`config.mk`:
```
export PLATFORM = sky130hd
export DESIGN_NAME = rf_wb_arbiter_flat
export DESIGN_NICKNAME = d
export VERILOG_FILES = /design/src/rtl/rf_pkg.sv /design/src/rtl/rf_wb_arbiter_if.sv /design/src/rtl/rf_wb_slot.sv /design/src/rtl/rf_wb_arbiter.sv /design/src/flat_wrapper.sv
export SDC_FILE = /design/constraint.sdc
export NUM_CORES = 1
export LEC_CHECK = 0
export ABC_AREA = 1
export CAP_MARGIN = 15
export CORE_MARGIN = 2
export CORE_UTILIZATION = 35
export DETAILED_ROUTE_END_ITERATION = 8
export PLACE_DENSITY_LB_ADDON = 0.3
export SETUP_SLACK_MARGIN = 0.3
export SLEW_MARGIN = 20
export SYNTH_ARGS = -nofsm -noshare
export SYNTH_HDL_FRONTEND = slang
export SYNTH_SLANG_ARGS = --single-unit
```
`constraint.sdc`:
```
create_clock -name clk -period 3.95 [get_ports clk]
set_input_delay 0.79 -clock clk [delete_from_list [all_inputs] [get_ports clk]]
set_output_delay 0.79 -clock clk [all_outputs]
set_load 0.02 [all_outputs]
```
`src/rtl/rf_pkg.sv`:
```
// Shared register-file types: write-port widths and the (rd, data) write request.
package rf_pkg;
  localparam int XLEN     = 32;
  localparam int REG_AW   = 5;
  localparam int NUM_REGS = 2 ** REG_AW;
  localparam int NUM_REQ  = 2;

  typedef struct packed {
    logic [REG_AW-1:0] rd;
    logic [XLEN-1:0]   data;
  } req_t;
endpackage

```
`src/rtl/rf_wb_arbiter_if.sv`:
```
// Write-back requester handshakes plus the register-file write port and pending mask.
interface rf_wb_arbiter_if;
  logic                      req0_valid;
  logic                      req0_ready;
  logic [rf_pkg::REG_AW-1:0] req0_rd;
  logic [rf_pkg::XLEN-1:0]   req0_data;
  logic                      req1_valid;
  logic                      req1_ready;
  logic [rf_pkg::REG_AW-1:0] req1_rd;
  logic [rf_pkg::XLEN-1:0]   req1_data;
  logic                      rf_we;
  logic [rf_pkg::REG_AW-1:0] rf_waddr;
  logic [rf_pkg::XLEN-1:0]   rf_wdata;
  logic [rf_pkg::NUM_REGS-1:0] pend_mask;

  modport master (
    output req0_valid, req0_rd, req0_data, req1_valid, req1_rd, req1_data,
    input  req0_ready, req1_ready, rf_we, rf_waddr, rf_wdata, pend_mask
  );
  modport slave (
    input  req0_valid, req0_rd, req0_data, req1_valid, req1_rd, req1_data,
    output req0_ready, req1_ready, rf_we, rf_waddr, rf_wdata, pend_mask
  );
endinterface

```
`src/rtl/rf_wb_slot.sv`:
```
// One-entry holding slot for a write-back request; accept wins over drain.
module rf_wb_slot
  import rf_pkg::*;
(
  input  logic clk,
  input  logic rst_n,
  input  logic accept,
  input  logic drain,
  input  req_t din,
  output logic full,
  output req_t q
);
  always_ff @(posedge clk or negedge rst_n) begin
    if (!rst_n)      full <= 1'b0;
    else if (accept) full <= 1'b1;
    else if (drain)  full <= 1'b0;
  end

  // Contents are only meaningful while full, so they carry no reset.
  always_ff @(posedge clk) begin
    if (accept) q <= din;
  end
endmodule

```
`src/rtl/rf_wb_arbiter.sv`:
```
// Round-robin arbiter of ALU/load write-back slots onto the single register-file write port.
module rf_wb_arbiter
  import rf_pkg::*;
(
  input  logic       clk,
  input  logic       rst_n,
  rf_wb_arbiter_if.slave bus
);
  logic [NUM_REQ-1:0] vld, rdy, acc, drn, full, grant;
  req_t               din [NUM_REQ];
  req_t               q   [NUM_REQ];
  logic               rr_ptr;
  logic               gv;
  req_t               gq;
  logic [NUM_REGS-1:0] pend;

  assign vld    = {bus.req1_valid, bus.req0_valid};
  assign din[0] = '{rd: bus.req0_rd, data: bus.req0_data};
  assign din[1] = '{rd: bus.req1_rd, data: bus.req1_data};

  // Grant depends only on registered state, keeping valid->output paths out.
  always_comb begin
    grant = '0;
    case (full)
      2'b01:   grant = 2'b01;
      2'b10:   grant = 2'b10;
      2'b11:   grant = rr_ptr ? 2'b10 : 2'b01;
      default: grant = '0;
    endcase
  end

  assign rdy = ~full | grant;
  assign acc = vld & rdy;
  assign drn = grant & ~acc;

  for (genvar s = 0; s < NUM_REQ; s++) begin : g_slot
    rf_wb_slot u_slot (
      .clk    (clk),
      .rst_n  (rst_n),
      .accept (acc[s]),
      .drain  (drn[s]),
      .din    (din[s]),
      .full   (full[s]),
      .q      (q[s])
    );
  end

  always_ff @(posedge clk or negedge rst_n) begin
    if (!rst_n)  rr_ptr <= 1'b0;
    else if (gv) rr_ptr <= grant[0];
  end

  assign gv = |grant;
  assign gq = grant[1] ? q[1] : q[0];

  always_comb begin
    pend = '0;
    for (int s = 0; s < NUM_REQ; s++)
      if (full[s] && q[s].rd != '0) pend[q[s].rd] = 1'b1;
  end

  assign bus.req0_ready = rdy[0];
  assign bus.req1_ready = rdy[1];
  assign bus.rf_we      = gv && (gq.rd != '0);
  assign bus.rf_waddr   = gv ? gq.rd   : '0;
  assign bus.rf_wdata   = gv ? gq.data : '0;
  assign bus.pend_mask  = pend;
endmodule

```
`src/flat_wrapper.sv`:
```
// flat-port wrapper written by rule: the top's interface ports become plain ports
module rf_wb_arbiter_flat import rf_pkg::*;
  (clk, rst_n, bus_req0_valid, bus_req0_rd, bus_req0_data, bus_req1_valid, bus_req1_rd, bus_req1_data, bus_req0_ready, bus_req1_ready, bus_rf_we, bus_rf_waddr, bus_rf_wdata, bus_pend_mask);
  rf_wb_arbiter_if bus_i ();
  input  logic clk;
  input  logic rst_n;
  input wire logic [$bits(bus_i.req0_valid)-1:0] bus_req0_valid;
  input wire logic [$bits(bus_i.req0_rd)-1:0] bus_req0_rd;
  input wire logic [$bits(bus_i.req0_data)-1:0] bus_req0_data;
  input wire logic [$bits(bus_i.req1_valid)-1:0] bus_req1_valid;
  input wire logic [$bits(bus_i.req1_rd)-1:0] bus_req1_rd;
  input wire logic [$bits(bus_i.req1_data)-1:0] bus_req1_data;
  output wire logic [$bits(bus_i.req0_ready)-1:0] bus_req0_ready;
  output wire logic [$bits(bus_i.req1_ready)-1:0] bus_req1_ready;
  output wire logic [$bits(bus_i.rf_we)-1:0] bus_rf_we;
  output wire logic [$bits(bus_i.rf_waddr)-1:0] bus_rf_waddr;
  output wire logic [$bits(bus_i.rf_wdata)-1:0] bus_rf_wdata;
  output wire logic [$bits(bus_i.pend_mask)-1:0] bus_pend_mask;
  assign bus_i.req0_valid = bus_req0_valid;
  assign bus_i.req0_rd = bus_req0_rd;
  assign bus_i.req0_data = bus_req0_data;
  assign bus_i.req1_valid = bus_req1_valid;
  assign bus_i.req1_rd = bus_req1_rd;
  assign bus_i.req1_data = bus_req1_data;
  assign bus_req0_ready = bus_i.req0_ready;
  assign bus_req1_ready = bus_i.req1_ready;
  assign bus_rf_we = bus_i.rf_we;
  assign bus_rf_waddr = bus_i.rf_waddr;
  assign bus_rf_wdata = bus_i.rf_wdata;
  assign bus_pend_mask = bus_i.pend_mask;
  rf_wb_arbiter u_core (.clk(clk), .rst_n(rst_n), .bus(bus_i));
endmodule
```
[Word level (Yosys, flattened, before mapping)]
Cells that the tools add are included.
Storage, ports and cells
  flip-flop bits (word level): 77
  word-level logic and storage cells: 46
  output and inout port bits: 72
Operators by class
  bitwise gates (word level): 6
  order comparisons: 4
  reduce and logical (&&, ||, !) cells: 11
  equal/unequal tests: 3
  mux-type cells: 15
Operators with widths (count)
  $mux 32: 3
  $mux 37: 1
  $or 32x32->32: 1
  $reduce_bool 5->1: 3
  $lt 5x6->1 const B: 2
  $demux 1 s5: 2
  $ge 5x1->1 const B: 2
  $mux 1: 6
  $pmux 2 s3: 1
  $logic_and 1x1->1: 5
  $mux 5: 1
  $and 2x2->2: 2
  $eq 2x2->1 const B: 2
  $not 2->2: 2
  $reduce_bool 2->1: 2
  $eq 2x1->1 const B: 1
  $mux 2: 1
  $or 2x2->2: 1
  $reduce_or 2->1: 1

[Longest topological paths before layout]
Gate-level depths: netlist of the first run.
  word-level depth: 8
  mapped depth: 9
  depth with buffers taken out: 8

[Hierarchy]
A second synthesis of the first run with hierarchy kept.
Unflattened totals
  cell total of the unflattened synthesis: 353
  area total of the unflattened synthesis: 3574.7 um^2
By module, submodules not included
  rf_wb_slot: cells each 42, times used 2, seq. area each 1136.1 um^2, area an instance 1151.1 um^2
  rf_wb_arbiter: cells each 269, times used 1, seq. area each 25.0 um^2, area an instance 1272.5 um^2

[Worst setup path before layout of the first run]
OpenSTA, ideal clock, no wires.
  path kind: input-to-reg
  from: input port bus_req1_valid
  to: register u_core.g_slot[1].u_slot.q[0] (netlist name)
  path slack: 1.125 ns
  data arrival time: 2.394 ns
  cell stages on the path: 2
  setup time: 0.431 ns
  required time: 3.519 ns
  buffers on the path: 0
  cells stage by stage: inv_1 nor2_1
On the way
  longest elaborated chain between the ends: 1
RTL lines
  start, declared: line flat_wrapper.sv:10  | input wire logic [$bits(bus_i.req1_valid)-1:0] bus_req1_valid;
  $and 2x2->2: line rf_wb_arbiter.sv:33  | assign acc = vld & rdy;
  via u_core.g_slot[1].u_slot.accept: line rf_wb_slot.sv:7  | input logic accept,
The timed path passes the listed nets, and every way through them passes these cells.
A chain may end at the register's enable or synchronous reset.

[Worst setup path after layout of the first run]
  from: register u_core.g_slot[0].u_slot.full
  to: output port bus_rf_we
On the way
  longest elaborated chain between the ends: 5
  elaborated cells on any way between the ends: 8
  classes of those cells: 3 x eq/ne; 2 x mux; 3 x reduce/logical
RTL lines
  start, declared: line rf_wb_slot.sv:10  | output logic full,
  start signal, assigned: line rf_wb_slot.sv:14  | if (!rst_n) full <= 1'b0;
  start signal, assigned: line rf_wb_slot.sv:15  | else if (accept) full <= 1'b1;
  start signal, assigned: line rf_wb_slot.sv:16  | else if (drain) full <= 1'b0;
  $eq 2x2->1 / $eq 2x1->1 (equally long branches): line rf_wb_arbiter.sv:24  | case (full)
  $pmux 2 s3 (*): line rf_wb_arbiter.sv:24
  $mux 37: line rf_wb_arbiter.sv:54  | assign gq = grant[1] ? q[1] : q[0];
  $reduce_bool 5->1: line rf_wb_arbiter.sv:64  | assign bus.rf_we = gv && (gq.rd != '0);
  $logic_and 1x1->1 (*): line rf_wb_arbiter.sv:64
  end, declared: line flat_wrapper.sv:15  | output wire logic [$bits(bus_i.rf_we)-1:0] bus_rf_we;
Every way passes the cells marked *; elsewhere a longest branch is shown, timed or not.

==> results of run 1 <==
==> stage by stage <==
step | setup slack [ns] | total power [uW]
6_report | 0.711 | 3590
5_1_grt | 0.456 | 3790
4_1_cts | 0.437 | 3620
3_5_place_dp | 0.824 | 2890
3_3_place_gp | 0.892 | 2870
2_1_floorplan | 1.12 | 2090
==> per-layer routing <==
layer	up-vias	share of wire	global-route usage
met5	-	0	0
met4	0	0.017	0.0841
met3	15	0.098	0.0609
met2	155	0.50	0.309
met1	1301	0.39	0.187
li1	1367	-	-
==> power groups by stage <==
stage / clock (uW) / combinational [uW] / sequential (uW)
global placement: 0 / 1680 / 1190
global route: 768 / 1830 / 1200
CTS: 733 / 1700 / 1180
floorplan: 0 / 919 / 1170
finish: 716 / 1700 / 1180
detailed placement: 0 / 1690 / 1200
==> Yosys cell counts, drive strengths merged <==
library cell / instances
a32o: 20
nor2: 25
buf: 7
o21ai: 38
o31ai: 2
clkbuf: 4
nand3: 12
dfrtp: 3
nand4: 1
nand2: 59
conb: 1
inv: 20
nor3: 13
a21oi: 11
edfxtp: 74
==> area by class of cell <==
| type | instances | area [sq um] |
|---|---|---|
| Inverter | 20 | 75.1 |
| Clock inverter | 7 | 121 |
| Timing Repair Buffer | 153 | 1540 |
| Sequential cell | 77 | 2300 |
| Tap cell | 129 | 161 |
| Fill cell | 805 | 4020 |
| Multi-Input combinational cell | 182 | 948 |
| Clock buffer | 9 | 124 |
==> kinds of logic after synthesis <==
family          after synthesis  synth area share
flops                        77             0.683
other cells                   1           0.00111
buf+inv                      31            0.0387
simple gates                110             0.139
compound gates               71             0.139
==> path summary, 6_finish.rpt <==
kind                            cells after the start                       endpoint                          from
worst max register to register                      6  u_core.g_slot[0].u_slot.q[34]  u_core.g_slot[1].u_slot.full
max in group asynchronous                           1   u_core.g_slot[1].u_slot.full                         rst_n
worst min-delay path                                1                  u_core.rr_ptr                         rst_n
worst min register to register                      2                  u_core.rr_ptr                 u_core.rr_ptr
worst max-delay path                                9                      bus_rf_we  u_core.g_slot[0].u_slot.full
min in group clk                                    2                  u_core.rr_ptr                 u_core.rr_ptr
==> layout by cell type, fill, tap and decap left out <==
cell type	n
a21oi_1	10
clkinv_1	1
inv_6	1
nand2_1	58
nor3_1	9
a21oi_2	1
inv_2	2
edfxtp_1	74
nor3_2	4
nand4_1	1
nand3_1	12
nor2_4	1
dfrtp_2	1
conb_1	1
clkinvlp_4	1
buf_16	1
inv_1	18
nor2_1	24
o31ai_1	2
buf_4	4
clkdlybuf4s50_1	148
bufinv_16	3
inv_8	1
dfrtp_1	2
o21ai_0	36
a32o_1	20
clkbuf_8	9
o21ai_1	1
o21ai_2	1
nand2_2	1
==> sequential cells by signal (all words and copies together) (netlist names) <==
register and count:
u_core.rr_ptr 1, u_core.g_slot.u_slot.full 2, u_core.g_slot.u_slot.q 74
==> repair_timing <==
item / CTS / global route
hold buffers: 0 / 0
gates resized for setup: 0 / 2
setup endpoints to repair: 0 / 2
==> worst max-delay path: stages, from the launching register on <==
cell and delay, ns:
dfrtp_1 0.44, inv_2 0.13, o21ai_2 0.49, nand2_1 0.14, nand2_1 0.10, nor2_1 0.05, nand2_1 0.05, nand2_1 0.04
nand2_1 0.07, clkdlybuf4s50_1 0.60
==> impl_metrics.tcl, run 1 <==
set metrics [dict create \
    core_sq_um 9280 \
    power.internal_uw 2240 \
    vias_per_cell 4.92 \
    synth_area_leaders "edfxtp_1 66%, nand2_1 6.6%, a32o_1 5.9%" \
    grt_overflow 0 \
    layout_min_cycle_time_ns 3.24 \
    die_w_um 102 \
    max_slew_margin 0.599 \
    ys_seq_elements 77 \
    finalClockSkew_ns 0.00767 \
    end_kind "output port" \
    start_util 0.363 \
    die_area_sq_um 10400 \
    ir_drop_v 0.000476 \
    finalCritPeriodShare 0.820 \
    ios 150 \
    design_area_sq_um 5270 \
    worstPathArrival_ns 2.45 \
    clock_latency_ns 0.34 \
    grt_pass1_vias 2861 \
    clockBufferDepth 2 \
    worst-slew-pin-transition_ns 0.599 \
    crit_fanout 13 \
    crit_required_ns 3.16 \
    crit_type "flop to output port" \
    dieHeight_um 102 \
    power.density_nw_per_um2 682 \
    p_sw_uw 1350 \
    fin_cells 577 \
    min_path_type "input pin to asynchronous set/reset pin" \
    synth_nets 368 \
    grt_pass1_wl_um 13700 \
    grt_max_degree 38 \
    first_iter_violations 169 \
    dpl.cell_count 560 \
    hold_slack_ns 0.630 \
    placed_cell_area_sq_um 4990 \
    antenna_left 0 \
    grtUsageTotal 0.175 \
    setup_tns_ns 0 \
    p_comb_frac 0.473 \
    ys_types 21 \
    routedWlPerCell_um 15.9 \
    finish.utilization 0.567 \
    rsz0062_at_grt "false" \
    layout.nets 521 \
    antenna_found_initial 0 \
    clock-sinks 77 \
    area_growth_pct 56.5 \
    drc 0 \
    portBuffers 148 \
    power_frac_seq 0.328 \
    max_freq_mhz 309 \
    cts-root-buf "clkbuf_8" \
    cap_viol_max_count 0 \
    vias 2838 \
    cts-htree-levels 3 \
    yosysSeqAreaShare 0.683 \
    num_rows 35 \
    drive_gt1_frac 0.0692 \
    cts_setup_buffers 0 \
    setup_viol 0 \
    swShare 0.377 \
    drv_slew 0 \
    p_leak_uw 0.00186 \
    finalHoldViolCount 0 \
    cts_buffers 9 \
    startpoint_type "flop" \
    p_clk_frac 0.199 \
    hpwl_um 6680 \
    dr.pass1.iters 5 \
    rrSetupSlack_ns 1.97 \
    cts_tree "yes" \
    synth_area_leader_cell "edfxtp_1" \
    place_congestion 0.941 \
    synth_top_area_frac 0.660 \
    synthCells 290 \
    syn_area_sq_um 3370 \
    syn_area_per_cell_sq_um 11.6 \
    yosysWarnings 0 \
    routed_wl_um 9200 \
    n_antenna_cell 0 \
    clk_pin_slew_ns 0.07 \
    outcome "finished clean" \
]
(Power assumes the default switching activity.)
==> run 2, diff against run 1 <==
clock period = 2.8 ns   (was 3.95 ns; I/O delays follow)
==> run 2 against run 1 <==
Register-to-register slack got worse by 0.97 ns; hold slack got worse by 0.23 ns; largest power group unchanged; critical path depth fell by 4; sequential power rose by 41%; via count rose by 3.7%; power rose by 42%; final cell count rose by 2.6%; clock-buffer cell count rose by 2; first-iteration DRC count fell by 38%.
==> impl_metrics.tcl, run 2 (synthesized netlist as in run 1, its figures left out) <==
set metrics [dict create \
    outcome "finished clean" \
    startpoint_type "flop" \
    min_path_type "input pin to asynchronous set/reset pin" \
    die_w_um 102 \
    p_comb_frac 0.477 \
    fill_cells 784 \
    p_leak_uw 0.00238 \
    crit_fanout 7 \
    worstPathArrival_ns 1.87 \
    rrSetupSlack_ns 1.00 \
    hold_slack_ns 0.398 \
    regMostFlops "u_core.g_slot.u_slot.q" \
    num_rows 35 \
    grtUsageTotal 0.190 \
    vias_per_cell 4.97 \
    dr.pass1.iters 4 \
    crit-reg2reg-launch "u_core.rr_ptr" \
    power_frac_seq 0.326 \
    max_freq_mhz 411 \
    n_antenna_cell 0 \
    place_congestion 0.924 \
    finalCritPeriodShare 0.868 \
    placed_cell_area_sq_um 5040 \
    reg_top3 "u_core.g_slot.u_slot.q x74, u_core.g_slot.u_slot.full x2, u_core.rr_ptr x1" \
    ios 150 \
    layout_common_cells "78 x clkdlybuf4s50_1, 74 x edfxtp_1, 57 x nand2_1" \
    cap_viol_max_count 0 \
    holdBufCountCts 0 \
    cts-root-buf "clkbuf_8" \
    p_sw_uw 1990 \
    clk_pin_slew_ns 0.08 \
    layout_commonest_cell "clkdlybuf4s50_1" \
    reg2reg_depth 7 \
    end_kind "output port" \
    hpwl_um 6960 \
    reg2reg_to "u_core.g_slot[0].u_slot.q[35]" \
    p_clk_frac 0.198 \
    cts-htree-levels 3 \
    ir_drop_v 0.000434 \
    design_area_sq_um 5490 \
    drive_gt1_frac 0.151 \
    vias 2944 \
    finalClockSkew_ns 0.0125 \
    portBuffers 148 \
    setup_viol 0 \
    layout.nets 536 \
    antenna_left 0 \
    dieHeight_um 102 \
    area_growth_pct 63.0 \
    start_util 0.363 \
    clock-sinks 77 \
    clockBufferDepth 2 \
    clock_latency_ns 0.34 \
    grt_max_degree 27 \
    crit_type "flop to output port" \
    power.internal_uw 3110 \
    swShare 0.391 \
    grt_pass1_vias 3009 \
    drc 0 \
    rsz0062_at_grt "false" \
    routedWlPerCell_um 16.9 \
    cts_tree "yes" \
    drv_slew 0 \
    crit_required_ns 2.24 \
    routed_wl_um 9980 \
    largest_reg_flops 74 \
    first_iter_violations 105 \
    layout_min_cycle_time_ns 2.43 \
    grt_pass1_wl_um 14900 \
    die_area_sq_um 10400 \
    core_sq_um 9280 \
    grt_overflow 0 \
    finalHoldViolCount 0 \
    antenna_found_initial 0 \
    power.density_nw_per_um2 930 \
    setup_tns_ns 0 \
    cts_buffers 9 \
]
run 2: changes by cell type in the layout (fill, tap and decap cells not counted), moves of 4 or more:
cell             before  now
clkdlybuf4s50_1     148   78
dlygate4sd2_1         0   30
dlymetal6s2s_1        0   24
buf_4                 4   14
clkbuf_2              0   10
nor3_1                9    0
clkdlybuf4s15_1       0    5
nor3_4                0    5
buf_12                0    4
nor3_2                4    8
run 2: per-layer routing:
| layer | GRT usage | up-vias | part of all wire |
|---|---|---|---|
| met5 | 0 | - | 0 |
| met4 | 0.0841 | 0 | 0.020 |
| met3 | 0.0650 | 18 | 0.094 |
| met2 | 0.340 | 145 | 0.52 |
| met1 | 0.204 | 1386 | 0.37 |
| li1 | - | 1395 | - |
run 2: cell type report:
class | count | area, sq um | share of cell area
Sequential cell | 77 | 2300 | 0.419
Timing Repair Buffer | 168 | 1660 | 0.303
Multi-Input combinational cell | 182 | 1050 | 0.191
Tap cell | 129 | 161 | 0.0294
Clock buffer | 11 | 131 | 0.0239
Clock inverter | 5 | 108 | 0.0196
Inverter | 20 | 77.6 | 0.0141
run 2: worst max-delay path by stage:
stage / from / end
floorplan: u_core.g_slot[0].u_slot.full / u_core.g_slot[0].u_slot.q[0]
global placement: u_core.g_slot[0].u_slot.full / bus_rf_we
detailed placement: u_core.g_slot[0].u_slot.full / bus_rf_we
CTS: u_core.rr_ptr / bus_rf_we
global route: u_core.g_slot[1].u_slot.q[33] / bus_pend_mask[14]
finish: u_core.g_slot[1].u_slot.q[33] / bus_pend_mask[2]
run 2: power by group through the flow:
stage                     Clock, uW  Combinational, uW  Sequential, uW
final                          1010               2430            1660
after global routing           1080               2600            1690
after global placement            0               2440            1660
after CTS                      1030               2440            1660
after detailed placement          0               2450            1670
after floorplan                   0               1300            1650
run 2: stage by stage:
stage / worst slack, ns / cells / total power [uW] / util
final: 0.369 / 592 / 5100 / 0.591
after global routing: 0.277 / 592 / 5370 / 0.591
after detailed placement: 0.205 / 565 / 4120 / 0.543
after CTS: 0.0659 / 589 / 5130 / 0.583
after floorplan: 0.726 / 290 / 2950 / -
after global placement: 0.261 / 565 / 4110 / 0.543
run 2: critical path, cell delays in order (launching register included):
cell and delay, ns:
edfxtp_1 0.47, inv_1 0.13, nor2_1 0.19, nand2_2 0.15
o21ai_0 0.25, clkdlybuf4s15_1 0.34
run 2: what timing repair did:
action,CTS,global route
gates resized for setup,64,69
setup buffers,8,3
pin swaps,3,0
setup endpoints to repair,71,52
